**config.mk**
```make
export PLATFORM = sky130hd
export DESIGN_NAME = acumulador_seq
export DESIGN_NICKNAME = d
export VERILOG_FILES = /design/src/rtl/acumulador_seq.sv
export SDC_FILE = /design/constraint.sdc
export NUM_CORES = 1
export LEC_CHECK = 0
export BUFFER_PORTS_ARGS = -buffer_cell sky130_fd_sc_hd__buf_2
export CAP_MARGIN = 20
export CELL_PAD_IN_SITES_DETAIL_PLACEMENT = 1
export CELL_PAD_IN_SITES_GLOBAL_PLACEMENT = 1
export CORE_MARGIN = 8
export CORE_UTILIZATION = 39
export CTS_CLUSTER_DIAMETER = 60
export CTS_CLUSTER_SIZE = 14
export DETAILED_ROUTE_END_ITERATION = 7
export GPL_TIMING_DRIVEN = 0
export HOLD_SLACK_MARGIN = 0.08
export PLACE_DENSITY = 0.84
export SETUP_SLACK_MARGIN = 0.3
export SYNTH_ARGS = -nofsm -noshare
export SYNTH_HDL_FRONTEND = slang
export SYNTH_SLANG_ARGS = --single-unit
```
**constraint.sdc**
```tcl
create_clock -name clk -period 4.7 [get_ports clk]
set_clock_uncertainty 0.2 [all_clocks]
set_input_delay 0.235 -clock clk [delete_from_list [all_inputs] [get_ports clk]]
set_output_delay 0.235 -clock clk [all_outputs]
set_load 0.05 [all_outputs]
```
**src/rtl/acumulador_seq.sv**
```systemverilog
// acumulador_seq: sequencing controller for a 16-bit accumulator datapath.
// Clears the running sum, streams `count` operands over valid/ready, and
// issues `load` and, one cycle later, the matching `transf` pulse for each
// operand, so a back-to-back stream is summed at one operand per clock.
//
// state   | meaning
// --------+---------------------------------------------------------------
// S_IDLE  | waiting for start; count latched on start
// S_CLR   | clear_n low for this one cycle; empty jobs skip straight to done
// S_ACC   | in_ready high; each accept loads an operand and counts down
// S_DRAIN | transf for the final operand; no new operands accepted
// S_DONE  | done pulse; the sum is final at the accumulator output
module acumulador_seq #(
  parameter int CW = 8
) (
  input  logic          clk,
  input  logic          rst,
  input  logic          start,
  input  logic [CW-1:0] count,
  input  logic          abort,
  input  logic          in_valid,
  output logic          in_ready,
  output logic          load,
  output logic          transf,
  output logic          clear_n,
  output logic          busy,
  output logic          done
);

  typedef enum logic [2:0] {
    S_IDLE,
    S_CLR,
    S_ACC,
    S_DRAIN,
    S_DONE
  } state_t;

  state_t        state;
  state_t        state_nxt;
  logic [CW-1:0] remaining;
  logic [CW-1:0] remaining_nxt;
  logic          clear_n_nxt;
  logic          accept;
  logic          abort_act;

  // abort is ignored in IDLE, where there is nothing to cancel
  assign abort_act = abort & (state != S_IDLE);
  assign in_ready  = (state == S_ACC);
  assign accept    = in_valid & in_ready;
  // load stays purely combinational, even in an aborted cycle
  assign load      = accept;
  assign busy      = (state != S_IDLE);

  // State, remaining counter and the registered transf/clear_n outputs
  always_ff @(posedge clk) begin
    if (rst) begin
      state     <= S_IDLE;
      remaining <= '0;
      transf    <= 1'b0;
      clear_n   <= 1'b1;
    end else begin
      state     <= state_nxt;
      remaining <= remaining_nxt;
      // the operand captured this cycle is added next cycle unless cancelled
      transf    <= accept & ~abort_act;
      clear_n   <= clear_n_nxt;
    end
  end

  // Next-state, counter update and done decode; abort overrides everything
  always_comb begin
    state_nxt     = state;
    remaining_nxt = remaining;
    clear_n_nxt   = 1'b1;
    done          = 1'b0;

    case (state)
      S_IDLE: begin
        if (start) begin
          remaining_nxt = count;
          clear_n_nxt   = 1'b0;
          state_nxt     = S_CLR;
        end
      end
      S_CLR: begin
        if (remaining == '0) state_nxt = S_DONE;
        else                 state_nxt = S_ACC;
      end
      S_ACC: begin
        if (accept) begin
          // remaining is at least 1 here, so this never wraps
          remaining_nxt = remaining - CW'(1);
          if (remaining == CW'(1)) state_nxt = S_DRAIN;
        end
      end
      S_DRAIN: begin
        state_nxt = S_DONE;
      end
      S_DONE: begin
        done      = 1'b1;
        state_nxt = S_IDLE;
      end
      default: begin
        state_nxt = S_IDLE;
      end
    endcase

    if (abort_act) begin
      state_nxt     = S_IDLE;
      remaining_nxt = '0;
      clear_n_nxt   = 1'b1;
      done          = 1'b0;
    end
  end

endmodule

```
==> out/results.txt <==
In this run, placement finished with an instance count of 129. The Yosys warning count is 0. Type of destination of the critical path: a primary output.

The worst setup slack before clock tree synthesis came out at 2.76 ns. The critical path goes through or3b_4 > clkinv_4 > and2_1 > buf_2. The delay of the slowest cell on the worst path is 0.47 ns.

Before antenna repair, the detailed router went through 3 iterations. The element type at the critical path start was a flip-flop. For the storage element area, the log shows 260 um^2.

The tools report the slack of the worst reg-to-reg path as 2.60 ns. Among all stages on the critical path, the largest delay is contributed by sky130_fd_sc_hd__or3b_4. Summing every instance area after synthesis gives 737 um^2. For hold timing, the worst endpoint is transf. After layout, the minimum clock period comes to 2.12 ns. The first global-routing pass estimated 3370 um of wire. Summing internal, switching and leakage power gives 0.000400 W. For the worst-skew pair, the clock arrives at the later sink with an insertion delay of 0.27 ns. VDD sags by at most 0.000154 V.

The logs give 8 for the number of violations reported at the end of detailed-routing iteration 0 and 0 for the count of antenna diodes in the layout. Along the worst hold path, the cell count comes to 3. The startpoint identified for the worst hold timing path is in_valid.

Hold violation count in the final report: 0. The final number of max-transition violations was 0; the share of post-route cells with drive strength above 1 was 0.274. The number of nets handed over by synthesis was 102.

Leaving out fill and tap cells, the most frequent cell in the layout is sky130_fd_sc_hd__buf_2. The run gives 3 as the number of buffers created by CTS. The final routed DRC violation total is 0, and the global routing usage summed across all routing layers is 0.125. Summed over all layers, the routed wires come to 2020 um.

Summed over all nets, wire length on met2 after detailed routing comes to 1000 um. At the pin with the least slew margin, the transition time is 0.626 ns. The logs give 0 for the number of resized instances in the post-cts repair step and 901 um for the routed metal-1 wire length. The logs give 0 for the initial antenna violation count and 733 for the via total after detailed routing. The standby leakage power was 0.379 nW. Power spread over the standard cell area amounts to 428 nW/um^2. The floorplan step set the die width to 59.5 um. In the layout the commonest cells are sky130_fd_sc_hd__buf_2 (19), sky130_fd_sc_hd__dfxtp_1 (13), sky130_fd_sc_hd__a21oi_1 (9).

In the final layout, the multi-input gates occupy 444 um^2. The run gives 1 as the number of levels the H-tree was split into. The average via count per standard cell is 5.31.

The cell taking the most area after synthesis is sky130_fd_sc_hd__dfxtp_1. The area of the core is 1750 um^2. The logs give 746 for the number of global-route vias before repair and 1.68 ns for the critical path data arrival time. The fraction of the yosys area taken by sequential cells came out at 0.353. Data on the critical path is required at its endpoint by 4.26 ns. Summed over all failing endpoints, the final setup total negative slack is 0 ns. In this run the remaining antenna-violating nets after routing total 0. The flow ran to the end, and the final reports show no timing, DRC or antenna violations. The logs give 0.579 for the headroom to the max-slew limit and 0 for the total of max-cap violations. The floorplan step defined a die boundary enclosing 3540 um^2. The logs give 2.58 ns for the slack of the critical path and 0.422 for the starting density of the core.

Dividing the synthesized area by the synthesized cell count gives 8.57 um^2. Ranked by total cell area, the synthesized netlist is headed by sky130_fd_sc_hd__dfxtp_1 (35%), sky130_fd_sc_hd__a21oi_1 (6.1%), sky130_fd_sc_hd__ha_1 (5.1%). Summed over all nets, wire length on met3 after detailed routing comes to 104 um.

The tools report the root buffer cell as sky130_fd_sc_hd__clkbuf_4. For this run, the number of standard cells in the final layout without fillers is 138. Entering global routing, the biggest net connects 11 pins. Final number of setup-violating endpoints: 0.

The longest clock path from root to sink contains 2 buffers. Type of the worst setup path: reg -> out. Setup repair after global routing left no endpoint under its margin. After synthesis the netlist holds a flip-flop and latch count of 13. Detailed placement ended at an HPWL of 1480 um.

Counting the fill cells in the layout gives 216. Synthesis handed over a netlist of 86 instances. The tools report the worst-case hold slack as 0.0891 ns.

From synthesis to final layout, the design area changed by 26.8%. Summed over all layers, the global routing overflow is 0. Area share of the largest cell type after synthesis: 0.353. The floorplan has 15 rows. The tools report the startpoint of the most critical register-to-register path as state[2]. From bottom edge to top edge, the die measures 59.5 um. Yosys mapped the design onto 35 distinct sky130hd cell types.

Counting every sink on the clock net gives 13. Signal routing reaches up to met4. For the I/O pin count, the log shows 19.

The share of the clock period used by the worst path after layout is 0.450. In this run the worst path has a maximum fanout of 10. The total of buffers placed on input and output ports was 18; the top achievable clock speed was 0.473 GHz. The number of cell instances on the worst register-to-register path was 3.

The final layout net count came out at 130. TritonCTS built the clock tree. The routability congestion estimate from global placement is 0.807, and the clock transition at the register clock pins on the worst setup and hold paths after CTS is 0.08 ns.

In this run the worst hold path is classified as in -> reg. The reg-to-reg endpoint is clear_n. The routed wirelength normalized by instance count came out at 14.7 um.
-- how the worst max path moves through the flow --
stage | startpoint | endpoint | slack (ns) | cells after the start
2_1_floorplan | state[1] | done | 2.26 | 1
3_3_place_gp | remaining[0] | remaining[6] | 2.84 | 5
3_5_place_dp | remaining[0] | remaining[6] | 2.76 | 5
4_1_cts | state[1] | load | 2.58 | 4
5_1_grt | state[1] | load | 2.51 | 4
6_report | state[1] | load | 2.58 | 4
-- state kept, by name (all words and copies together), names as in the netlist --
signal / cells
remaining: 8
transf: 1
state: 3
clear_n: 1
-- worst max-delay path, delay by kind of cell (launching register included) --
family	cells	cell delay (ns)
flops	1	0.43
simple gates	2	0.61
buf+inv	2	0.37
-- cell type report --
class / instances / area share
inverters: 3 / 0.0174
plain buffers: 2 / 0.0174
repair buffers: 23 / 0.150
well taps: 25 / 0.0335
clock buffers: 4 / 0.0281
multi-input cells: 68 / 0.475
flip-flops and latches: 13 / 0.278
-- kinds of logic after synthesis --
| kind of cell | after synthesis | synth area share |
|---|---|---|
| buffers and inverters | 5 | 0.0441 |
| flip-flops | 13 | 0.353 |
| AO/OA/AOI/OAI | 27 | 0.233 |
| multiplexers | 3 | 0.0441 |
| adder cells (fa/ha/maj) | 3 | 0.0509 |
| AND/OR/NAND/NOR | 35 | 0.275 |
-- where the power goes --
part	switching (W)	internal, W
logic	0.000111	0.0000665
clock network	0.0000375	0.0000329
registers	0.0000233	0.000129
-- metrics by stage --
| stage | cell area [um^2] | utilization |
|---|---|---|
| final | 935 | 0.535 |
| after floorplan | 737 | - |
| after detailed placement | 858 | 0.492 |
| after global placement | 858 | 0.492 |
| after CTS | 935 | 0.535 |
| after global routing | 935 | 0.535 |
-- cells in the mapped netlist, drive strengths merged --
library cell,n
mux2,2
nor3b,2
o211ai,3
or3b,2
a22oi,1
nand2,6
o21ai,7
or3,1
and2,4
a31oi,1
a2111oi,1
a21o,1
a21oi,9
nor2,8
nor4,1
nor4b,3
a311oi,1
or4,1
a211oi,2
ha,3
dfxtp,13
nand4,1
inv,2
clkinv,1
buf,2
nor3,4
a31o,1
nand2b,1
nand3,1
mux2i,1
-- metal layers --
metal  up-vias  global-route usage
met5         -                   0
met4         0              0.0512
met2        14               0.206
met3         2              0.0369
li1        374                   -
met1       343               0.146
-- timing repair --
action / CTS / global route
buffers inserted: 0 / 0
endpoints found under the hold margin: 4 / 0
hold buffers: 5 / 0
Power figures use the tool's default switching activity.
